<file path="config.mk">
export PLATFORM = sky130hd
export DESIGN_NAME = uart_frame_parser
export DESIGN_NICKNAME = d
export VERILOG_FILES = /design/src/rtl/uart_frame_parser.sv
export SDC_FILE = /design/constraint.sdc
export NUM_CORES = 1
export LEC_CHECK = 0
export BUFFER_PORTS_ARGS = -buffer_cell sky130_fd_sc_hd__buf_4
export CORE_ASPECT_RATIO = 0.6
export CORE_MARGIN = 2
export CORE_UTILIZATION = 51
export DETAILED_ROUTE_END_ITERATION = 7
export PLACE_DENSITY_LB_ADDON = 0.05
export SLEW_MARGIN = 20
export SYNTH_ARGS = -nofsm -noshare
export SYNTH_HDL_FRONTEND = slang
export SYNTH_SLANG_ARGS = --single-unit
</file>
<file path="constraint.sdc">
create_clock -name clk_50M -period 16.75 [get_ports clk_50M]
set_clock_uncertainty 0.05 [all_clocks]
set_input_delay 3.35 -clock clk_50M [delete_from_list [all_inputs] [get_ports clk_50M]]
set_output_delay 3.35 -clock clk_50M [all_outputs]
set_load 0.05 [all_outputs]
</file>
<file path="src/rtl/uart_frame_parser.sv">
// uart_frame_parser
//
// Assembles fixed 14-byte command frames from a received UART byte stream:
//   HEADER, FUNC, D1..D10, CSUM, TAIL
// CSUM is the 8-bit wrapping sum of FUNC and D1..D10. Only complete frames
// with a good checksum and tail update the outputs. Bad frames and stalled
// frames are discarded and counted.
//
// State table
//   state  | meaning
//   IDLE   | waiting for HEADER; other bytes are ignored
//   FUNC   | next byte is the function code; seeds the running sum
//   DATA   | collecting payload bytes D1..D10 (HEADER value is plain data here)
//   CSUM   | next byte must equal the running sum
//   TAIL   | next byte must equal TAIL; a match commits the frame
//
// Ports
//   clk_50M               system clock
//   rst                   asynchronous active-high reset
//   uart_rx_data[7:0]     received byte, valid while uart_rx_done=1
//   uart_rx_done          one-cycle byte strobe
//   func_reg[7:0]         function code of the last committed frame
//   rev_data1..10[7:0]    payload bytes of the last committed frame
//   pack_done             one-cycle pulse when outputs were just updated
//   frame_err             one-cycle pulse when a frame was discarded
//   err_cnt[7:0]          discarded frame count, saturates at 255
//   busy                  parser is inside a frame (state other than IDLE)

module uart_frame_parser #(
    parameter logic [7:0] HEADER      = 8'hA5,
    parameter logic [7:0] TAIL        = 8'h5A,
    parameter int         TIMEOUT_CYC = 50000,
    parameter int         CNT_W       = 16
) (
    input  logic       clk_50M,
    input  logic       rst,
    input  logic [7:0] uart_rx_data,
    input  logic       uart_rx_done,
    output logic [7:0] func_reg,
    output logic [7:0] rev_data1,
    output logic [7:0] rev_data2,
    output logic [7:0] rev_data3,
    output logic [7:0] rev_data4,
    output logic [7:0] rev_data5,
    output logic [7:0] rev_data6,
    output logic [7:0] rev_data7,
    output logic [7:0] rev_data8,
    output logic [7:0] rev_data9,
    output logic [7:0] rev_data10,
    output logic       pack_done,
    output logic       frame_err,
    output logic [7:0] err_cnt,
    output logic       busy
);

    typedef enum logic [2:0] {
        S_IDLE,
        S_FUNC,
        S_DATA,
        S_CSUM,
        S_TAIL
    } state_t;

    // The timeout fires on the silent cycle whose increment would land on
    // TIMEOUT_CYC, so the counter itself never needs to hold that value.
    localparam logic [CNT_W-1:0] TMO_LAST = CNT_W'(TIMEOUT_CYC - 1);

    state_t           state_q, state_d;
    logic [7:0]       func_sh_q, func_sh_d;
    logic [7:0]       data_sh_q [10];
    logic [7:0]       data_sh_d [10];
    logic [7:0]       sum_q, sum_d;
    logic [3:0]       idx_q, idx_d;
    logic [CNT_W-1:0] tmo_q, tmo_d;
    logic [7:0]       func_reg_q, func_reg_d;
    logic [7:0]       rev_data_q [10];
    logic [7:0]       rev_data_d [10];
    logic             pack_done_q, pack_done_d;
    logic             frame_err_q, frame_err_d;
    logic [7:0]       err_cnt_q, err_cnt_d;

    logic             commit;
    logic             err_evt;

    always_comb begin
        state_d     = state_q;
        func_sh_d   = func_sh_q;
        data_sh_d   = data_sh_q;
        sum_d       = sum_q;
        idx_d       = idx_q;
        tmo_d       = tmo_q;
        func_reg_d  = func_reg_q;
        rev_data_d  = rev_data_q;
        pack_done_d = 1'b0;
        frame_err_d = 1'b0;
        err_cnt_d   = err_cnt_q;
        commit      = 1'b0;
        err_evt     = 1'b0;

        if (uart_rx_done) begin
            // A byte always wins over a timeout landing in the same cycle.
            tmo_d = '0;
            case (state_q)
                S_IDLE: begin
                    if (uart_rx_data == HEADER) begin
                        state_d = S_FUNC;
                    end
                end
                S_FUNC: begin
                    func_sh_d = uart_rx_data;
                    sum_d     = uart_rx_data;
                    idx_d     = 4'd0;
                    state_d   = S_DATA;
                end
                S_DATA: begin
                    data_sh_d[idx_q] = uart_rx_data;
                    sum_d            = sum_q + uart_rx_data;
                    idx_d            = idx_q + 4'd1;
                    if (idx_q == 4'd9) begin
                        state_d = S_CSUM;
                    end
                end
                S_CSUM: begin
                    if (uart_rx_data == sum_q) begin
                        state_d = S_TAIL;
                    end else begin
                        err_evt = 1'b1;
                        state_d = S_IDLE;
                    end
                end
                S_TAIL: begin
                    if (uart_rx_data == TAIL) begin
                        commit = 1'b1;
                    end else begin
                        err_evt = 1'b1;
                    end
                    state_d = S_IDLE;
                end
                default: begin
                    state_d = S_IDLE;
                end
            endcase
        end else if (state_q != S_IDLE) begin
            if (tmo_q == TMO_LAST) begin
                err_evt = 1'b1;
                state_d = S_IDLE;
                tmo_d   = '0;
            end else begin
                tmo_d = tmo_q + CNT_W'(1);
            end
        end else begin
            tmo_d = '0;
        end

        if (commit) begin
            func_reg_d  = func_sh_q;
            rev_data_d  = data_sh_q;
            pack_done_d = 1'b1;
        end

        if (err_evt) begin
            frame_err_d = 1'b1;
            if (err_cnt_q != 8'hFF) begin
                err_cnt_d = err_cnt_q + 8'd1;
            end
        end
    end

    always_ff @(posedge clk_50M or posedge rst) begin
        if (rst) begin
            state_q     <= S_IDLE;
            func_sh_q   <= '0;
            data_sh_q   <= '{default: '0};
            sum_q       <= '0;
            idx_q       <= '0;
            tmo_q       <= '0;
            func_reg_q  <= '0;
            rev_data_q  <= '{default: '0};
            pack_done_q <= 1'b0;
            frame_err_q <= 1'b0;
            err_cnt_q   <= '0;
        end else begin
            state_q     <= state_d;
            func_sh_q   <= func_sh_d;
            data_sh_q   <= data_sh_d;
            sum_q       <= sum_d;
            idx_q       <= idx_d;
            tmo_q       <= tmo_d;
            func_reg_q  <= func_reg_d;
            rev_data_q  <= rev_data_d;
            pack_done_q <= pack_done_d;
            frame_err_q <= frame_err_d;
            err_cnt_q   <= err_cnt_d;
        end
    end

    assign func_reg   = func_reg_q;
    assign rev_data1  = rev_data_q[0];
    assign rev_data2  = rev_data_q[1];
    assign rev_data3  = rev_data_q[2];
    assign rev_data4  = rev_data_q[3];
    assign rev_data5  = rev_data_q[4];
    assign rev_data6  = rev_data_q[5];
    assign rev_data7  = rev_data_q[6];
    assign rev_data8  = rev_data_q[7];
    assign rev_data9  = rev_data_q[8];
    assign rev_data10 = rev_data_q[9];
    assign pack_done  = pack_done_q;
    assign frame_err  = frame_err_q;
    assign err_cnt    = err_cnt_q;
    assign busy       = (state_q != S_IDLE);

endmodule

</file>
Yosys cells after proc, flatten, opt, wreduce, memory -nomap -nowiden
Index checks and enable logic that the tools add are counted.

Word-level logic and storage cells: 85. Bits of input ports: 11. Output and inout bits: 99. Bits in registers: 217.

Multiplexer cells: 26. $lt $le $gt $ge: 2. Reductions and logical operators: 11. Add/sub/neg operators: 4. Bitwise gates (word level): 1. Eq/ne operators: 12.

Operators with widths (number): bitwise mux 80 bit (1); 2-to-1 mux 16 bit (3); demux 8 bit (select 4 bit) (1); 2-to-1 mux 3 bit (6); adder 16 x 1 -> 16 bit, second input constant (1); == test 16 bit, second input constant (1); one-hot mux 8 bit (2 select lines) (1); one-hot mux 3 bit (4 select lines) (1); 2-to-1 mux 1 bit (10); adder 8 x 1 -> 8 bit, second input constant (1); adder 8 bit (1); == test 8 x 7 -> 1 bit, second input constant (1); == test 8 bit (1); == test 8 bit, second input constant (1); 2-to-1 mux 8 bit (1); != test 8 bit, second input constant (1); one-hot mux 4 bit (2 select lines) (1); AND reduction 2 bit (4); == test 3 x 2 -> 1 bit, second input constant (2); != test 3 bit, second input constant (2); nonzero test 2 bit (3); >= comparator 5 bit, second input constant (1); < comparator 5 x 1 -> 1 bit, second input constant (1); inverter 4 -> 5 bit (1); 9 further kinds (9).

Depth between registers and ports, before layout
Gate-level depths: netlist of the first run.

Depth after elaboration: 6. Mapped depth: 10. Gate-level depth less buffers: 9.

Least setup slack after synthesis of the first run
No wires, ideal clock.

Path kind: input-to-reg. Start point: in uart_rx_data[7]. End point: reg rev_data_q (netlist bit rev_data6[0]). Data arrival time: 4754 ps. Path slack: 11828 ps. Required time: 16582 ps. Path buffers: 4. Setup time: 118 ps. Stages: 9. Path through: buf_6 -> and4bb_1 -> nand4_1 -> or4_1 -> buf_2 -> buf_6 -> buf_2 -> nand2_1 -> nand2_1.

Word-level cells in the longest chain between the ends: 4.

Ends and longest elaborated chain: start: declaration (line 37) `input logic [7:0] uart_rx_data,`; == test 8 x 7 -> 1 bit (line 132) `if (uart_rx_data == TAIL) begin`; 2-to-1 mux 1 bit (line 132); 2-to-1 mux 1 bit (line 103) `case (state_q)`; 2-to-1 mux 1 bit (line 100) `if (uart_rx_done) begin`; end signal: assignment (line 190) `rev_data_q <= rev_data_d;`; end: declaration (line 76) `logic [7:0] rev_data_q [10];`.

No other way between the ends. A chain may end at the register's enable or synchronous reset.

Worst setup path after layout of the first run
Start point: in uart_rx_data[7]. End point: reg rev_data_q (netlist bit rev_data7[6]).

Same word-level chain as after synthesis.

==> results of run 1 <==
[logic make-up after synthesis]
group / Yosys count
compound gates: 45
fa+ha+maj: 14
simple gates: 412
buf+inv: 55
xor+xnor: 23
mux: 83
flops: 217
[placed cells by master (no fill, tap or decap), types with 3 or more instances in the layout]
master / synthesis / final
nand4_1: 8 / 8
nor4bb_1: 4 / 4
nor3_2: 3 / 3
dfrtp_1: 217 / 217
xor2_1: 9 / 9
mux2i_1: 6 / 6
nor2_1: 32 / 31
nand3_1: 13 / 13
o31ai_1: 3 / 3
ha_1: 13 / 13
xnor2_1: 14 / 14
and2_1: 4 / 4
a21o_1: 3 / 3
bufinv_16: 0 / 5
clkbuf_8: 0 / 3
a21oi_1: 8 / 8
clkbuf_16: 0 / 21
mux2_2: 76 / 76
nand2_1: 319 / 319
and3_1: 5 / 5
clkinv_2: 1 / 3
o21ai_0: 20 / 20
nor2b_1: 4 / 4
inv_1: 12 / 11
buf_4: 0 / 111
nor3_1: 11 / 11
[stage by stage]
step	util [%]	cell area [um^2]	hold WS, ps	power [uW]	setup slack (ps)
after CTS	62.2	10700	418	1360	10980
after global routing	62.2	10700	434	1410	10690
final	62.2	10700	419	1350	10950
after detailed placement	57.8	9930	401	838	10460
after global placement	57.8	9920	394	828	10520
after floorplan	-	8990	382	782	7410
[worst reg2reg max path: cells and delay by family, from the launching register on]
| kind | cells | cell delay [ps] |
|---|---|---|
| simple gates | 3 | 1270 |
| buf+inv | 3 | 1220 |
| flops | 1 | 470 |
[worst min path at each step]
stage / end / cells past startpoint / startpoint / slack [ps]
CTS: func_reg[5]$_DFFE_PP0P_ / 2 / func_sh_q[5]$_DFFE_PP0P_ / 420
global placement: rev_data5[5]$_DFFE_PP0P_ / 2 / data_sh_q[45]$_DFFE_PP0P_ / 390
finish: rev_data10[7]$_DFFE_PP0P_ / 2 / data_sh_q[7]$_DFFE_PP0P_ / 420
floorplan: rev_data6[0]$_DFFE_PP0P_ / 2 / data_sh_q[32]$_DFFE_PP0P_ / 380
global route: func_reg[1]$_DFFE_PP0P_ / 2 / func_sh_q[1]$_DFFE_PP0P_ / 430
detailed placement: rev_data1[6]$_DFFE_PP0P_ / 2 / data_sh_q[78]$_DFFE_PP0P_ / 400
[cell type report]
class / count / area [um^2]
clock buffers: 26 / 574
clock inverters: 10 / 185
fillers: 1432 / 6480
inverters: 13 / 57.6
multi-input cells: 577 / 3310
flip-flops and latches: 217 / 5430
well taps: 234 / 293
repair buffers: 112 / 845
[layer usage]
metal  global-route usage [%]  share of wire, %
met5                        0                 0
met1                     35.3                51
met3                     3.87               5.9
met2                     32.6                42
met4                     4.82               1.8
[power groups by stage]
| stage | clock network, uW | registers (uW) | logic (uW) |
|---|---|---|---|
| floorplan | 0 | 639 | 144 |
| finish | 519 | 621 | 209 |
| detailed placement | 0 | 630 | 208 |
| CTS | 528 | 621 | 210 |
| global route | 547 | 629 | 233 |
| global placement | 0 | 627 | 201 |
==> flow_metrics.py, run 1 <==
metrics = {
    "hold_path": {
        "hold_class": "flop to flop",
    },
    "placement": {
        "gp_congestion": 0.806,
        "dp_cells": 1153,
        "post-dp-hpwl_um": 12900,
        "io_buffers": 109,
    },
    "critical_path": {
        "path_buf_inv": 3,
        "reg2regPathDepth": 6,
        "criticalPathCategory": "input port to flop",
        "worstSetupStartpointType": "input port",
        "path_depth": 8,
        "worstPathCellList": "buf_4, and4bb_1, nand4_1, or4_4, clkinv_2, buf_4, nand2_1, nand2_1",
        "slowest_stage": "or4_4",
        "worstSetupStartpoint": "uart_rx_data[7]",
        "required_ps": 17130,
        "worst_setup_path_end_kind": "flop",
        "r2r-end": "rev_data7[6]$_DFFE_PP0P_",
        "cp_slowest_stage_delay_ps": 840,
        "regToRegStartpoint": "state_q[2]$_DFFE_PP0P_",
        "cp_top_family": "simple AND/OR/NAND/NOR gates",
        "r2r_slack_ps": 13670,
        "crit_arrival_ps": 6180,
        "crit_end": "rev_data7[6]$_DFFE_PP0P_",
        "critPathMaxFanout": 89,
    },
    "job": {
        "cap_violations": 0,
    },
    "clocking": {
        "cts_setup_buffers": 0,
        "cts_buffer_depth": 3,
        "cts_tree": "yes",
        "cts.repair.resized": 0,
        "htreeDepth": 1,
        "root_buffer": "clkbuf_16",
        "holdBufCountCts": 0,
        "clk_latency_ps": 500,
        "cts.sinks": 217,
        "path_clk_slew_ps": 60,
        "cts_made_buffers": 21,
    },
    "sta": {
        "setup_violations": 0,
        "hold_violations": 0,
        "tightestPinTransition_ps": 986,
        "relSlewSlack_pct": 34.3,
        "setup_tns_ps": 0,
        "rsz0062_at_grt": "false",
        "period_minus_slack_ps": 5800,
        "final-max-slew-violation-count": 0,
        "max_freq_mhz": 172,
        "finalCritPeriodShare_pct": 34.6,
    },
    "yosys": {
        "yosysWarnings": 0,
        "syn_inst": 849,
        "yosys.area_share.simple_pct": 19.1,
        "synth_top_family_by_area": "simple AND/OR/NAND/NOR gates",
        "syn_nets": 874,
        "synth_compound_area_share_pct": 3.03,
        "yosysTopAreaCell": "dfrtp_1",
        "synth_mux_area_share_pct": 10.3,
        "yosysMostFrequentCell": "nand2_1",
        "yosysTopAreaCellShare_pct": 60.4,
        "ys_async_sr_fraction_pct": 100,
        "ys.flop_type": "dfrtp_1",
        "synthXorXnorAreaFrac_pct": 2.24,
        "ys_seq_elements": 217,
        "synth_edf_count": 0,
        "synth_adder_area_share_pct": 2.03,
        "synth_common_cells": "319 x nand2_1, 217 x dfrtp_1, 76 x mux2_2",
        "syn-cell-area_mm2": 0.00899,
        "ys_top_cells_by_area": "dfrtp_1 60%, nand2_1 13%, mux2_2 9.5%",
        "yosysUniqueCellTypes": 45,
        "ys_seq_area_share_pct": 60.4,
        "synth_area_per_cell_um2": 10.6,
    },
    "routing": {
        "vias_per_cell": 5.23,
        "drt_wl_total_um": 20300,
        "num_vias": 6224,
        "drc": 0,
        "first_iter_violations": 466,
        "first_pass_iters": 4,
        "detail-route-antenna-nets": 0,
        "avgRoutedWirePerCell_um": 17.1,
    },
    "power_and_ir_drop": {
        "internal_power_uw": 986,
        "power_density_mw_per_mm2": 126,
        "p_sw_share_pct": 26.9,
        "p_clk_share_pct": 38.5,
        "power.net_switching_uw": 363,
        "p_comb_share_pct": 15.5,
        "seqPwrFrac_pct": 46.0,
        "vdd_drop_max_v": 0.0000850,
        "leakage_uw": 0.00570,
    },
    "layout": {
        "largestRegisters": "data_sh_q: 80 flops, tmo_q: 16 flops",
        "n_antenna_cell": 0,
        "drive_gt1_share_pct": 24.2,
        "final_nets": 967,
        "area_delta_synth_final_pct": 18.9,
        "regMostFlops": "data_sh_q",
        "largest_reg_flops": 80,
        "instances_no_fill": 1189,
    },
    "floorplanning": {
        "start_util_pct": 52.3,
        "ioPinCount": 110,
        "core_area_mm2": 0.0172,
        "placementRows": 37,
        "chipHeight_um": 107,
        "die_x_um": 175,
        "fp.dieArea_mm2": 0.0187,
    },
    "grt": {
        "grt_overflow": 0,
        "grt_usage_pct": 22.4,
        "grt_max_degree": 139,
        "grt_pass1_vias": 6048,
        "grt_pass1_wl_um": 33200,
        "antenna_found_initial": 0,
    },
    "status": {
        "outcome": "finished, final reports clean",
    },
}
Note: power is estimated with default switching activity, not from simulation.
==> inputs of run 2 (changes only) <==
==> constraint.sdc (replaced) <==
create_clock -name clk_50M -period 4.95 [get_ports clk_50M]
set_clock_uncertainty 0.05 [all_clocks]
set_input_delay 0.99 -clock clk_50M [delete_from_list [all_inputs] [get_ports clk_50M]]
set_output_delay 0.99 -clock clk_50M [all_outputs]
set_load 0.05 [all_outputs]
==> run 2 against run 1 <==
- design area shrank 0.26%
- critical path depth is the same
- global-route usage grew 0.059 points
- first-iteration DRC count shrank 16%
- via count grew 1.0%
- register-to-register slack lost 11000 ps
- final cell count grew 0.67%
- hold slack lost 14 ps
- critical endpoint is now rev_data6[2]$_DFFE_PP0P_
- largest power group unchanged
==> flow_metrics.py, run 2 (synthesized netlist as in run 1, its figures left out) <==
metrics = {
    "critical_path": {
        "cp_slowest_stage_delay_ps": 590,
        "slowest_stage": "or4_2",
        "worst_setup_path_end_kind": "flop",
        "cp_top_family": "simple AND/OR/NAND/NOR gates",
        "worstPathCellList": "buf_4, and4bb_1, nand4_1, or4_2, clkinv_2, buf_4, nand2_1, nand2_1",
        "required_ps": 5330,
        "crit_arrival_ps": 3170,
        "path_buf_inv": 3,
        "worstSetupStartpointType": "input port",
        "critPathMaxFanout": 41,
        "criticalPathCategory": "input port to flop",
    },
    "floorplanning": {
        "die_x_um": 175,
        "fp.dieArea_mm2": 0.0187,
        "chipHeight_um": 107,
        "core_area_mm2": 0.0172,
        "start_util_pct": 52.3,
        "ioPinCount": 110,
        "placementRows": 37,
    },
    "power_and_ir_drop": {
        "seqPwrFrac_pct": 48.1,
        "internal_power_uw": 3160,
        "power_density_mw_per_mm2": 412,
        "vdd_drop_max_v": 0.000260,
        "p_clk_share_pct": 35.4,
        "power.net_switching_uw": 1240,
        "p_comb_share_pct": 16.5,
        "leakage_uw": 0.00570,
        "p_sw_share_pct": 28.1,
    },
    "layout": {
        "n_fill_cell": 1443,
        "final_common_cell": "nand2_1",
        "drive_gt1_share_pct": 24.5,
        "layout_common_cells": "319 x nand2_1, 217 x dfrtp_1, 117 x buf_4",
        "final_nets": 974,
        "largestRegisters": "data_sh_q: 80 flops, tmo_q: 16 flops",
        "area_delta_synth_final_pct": 18.6,
        "largest_reg_flops": 80,
        "multi_input_area_mm2": 0.00330,
        "n_antenna_cell": 0,
        "regMostFlops": "data_sh_q",
        "register_area_mm2": 0.00543,
    },
    "clocking": {
        "root_buffer": "clkbuf_16",
        "cts_made_buffers": 21,
        "holdBufCountCts": 0,
        "cts_tree": "yes",
        "cts_setup_buffers": 0,
        "path_clk_slew_ps": 60,
        "cts.repair.resized": 0,
        "cts.sinks": 217,
        "clk_latency_ps": 490,
        "htreeDepth": 1,
        "cts_buffer_depth": 3,
    },
    "routing": {
        "drc": 0,
        "detail-route-antenna-nets": 0,
        "first_pass_iters": 5,
        "vias_per_cell": 5.25,
        "num_vias": 6287,
        "avgRoutedWirePerCell_um": 17.1,
        "first_iter_violations": 390,
        "drt_wl_total_um": 20500,
    },
    "placement": {
        "gp_congestion": 0.790,
        "dp_slack_ps": 1650,
        "io_buffers": 109,
        "post-dp-hpwl_um": 13500,
    },
    "sta": {
        "tightestPinTransition_ps": 931,
        "finalCritPeriodShare_pct": 56.5,
        "relSlewSlack_pct": 38.0,
        "layout_setup_ws_ps": 2150,
        "rsz0062_at_grt": "false",
        "period_minus_slack_ps": 2800,
        "setup_violations": 0,
        "setup_tns_ps": 0,
        "max_freq_mhz": 358,
        "final-max-slew-violation-count": 0,
        "hold_violations": 0,
    },
    "job": {
        "cap_violations": 0,
    },
    "grt": {
        "antenna_found_initial": 0,
        "grt_max_degree": 89,
        "grt_usage_pct": 22.5,
        "grt_overflow": 0,
        "grt_pass1_vias": 6231,
        "grt_pass1_wl_um": 33200,
    },
    "hold_path": {
        "hold_class": "flop to flop",
    },
    "status": {
        "outcome": "finished, final reports clean",
    },
}
## run 2: cell types whose count changed in the layout (fill, tap and decap cells not counted)
cell / delta
clkinv_4: -1
buf_12: +2
buf_4: +6
nor2_1: +1
or4_4: -1
bufinv_16: -4
buf_6: -1
nor2_2: -1
clkinv_2: +4
inv_6: -1
clkbuf_8: +1
clkbuf_1: +2
or4_2: +1
## run 2: cell type report
cell class	instances	area share, %
clock buffer	29	5.59
timing repair buffer	119	8.61
tap	234	2.75
inverter	13	0.505
sequential	217	50.9
multi-input combinational	577	31.0
clock inverter	8	0.669
## run 2: worst paths after layout
| path | startpoint | end | slack (ps) | depth (start not counted) |
|---|---|---|---|---|
| max in group asynchronous | rst | data_sh_q[55]$_DFFE_PP0P_ | 3420 | 4 |
| worst min register to register | data_sh_q[9]$_DFFE_PP0P_ | rev_data9[1]$_DFFE_PP0P_ | 410 | 2 |
| worst max register to register | state_q[2]$_DFFE_PP0P_ | rev_data6[2]$_DFFE_PP0P_ | 2510 | 6 |
| worst min-delay path | data_sh_q[9]$_DFFE_PP0P_ | rev_data9[1]$_DFFE_PP0P_ | 410 | 2 |
| worst max-delay path | uart_rx_data[7] | rev_data6[2]$_DFFE_PP0P_ | 2150 | 8 |
| min in group asynchronous | rst | data_sh_q[25]$_DFFE_PP0P_ | 460 | 2 |
## run 2: worst reg2reg max path, delay by kind of cell, from the launching register on
kind                   cells  cell delay (ps)
buffers and inverters      3              970
flip-flops                 1              480
AND/OR/NAND/NOR            3              890
## run 2: per-layer routing
layer / wire length, um / vias up / track usage [%]
met4: 318 / 0 / 4.82
met2: 8480 / 157 / 31.5
met1: 10400 / 3127 / 35.4
met5: 0 / - / 0
li1: - / 2972 / -
met3: 1350 / 31 / 5.35
## run 2: power groups by stage
stage,registers (uW),logic (uW),clock network [uW]
after CTS,2110,722,1590
after detailed placement,2140,715,0
after global routing,2130,796,1670
after floorplan,2160,486,0
final,2110,725,1550
after global placement,2130,688,0
## run 2: metrics by stage
stage	util, %	hold WS (ps)	area (um^2)	cells	power, uW
2_1_floorplan	-	382	8990	849	2650
3_3_place_gp	58.1	391	9980	1159	2810
3_5_place_dp	58.1	403	9980	1159	2850
4_1_cts	62.0	415	10600	1196	4410
5_1_grt	62.1	443	10700	1197	4600
6_report	62.1	406	10700	1197	4390
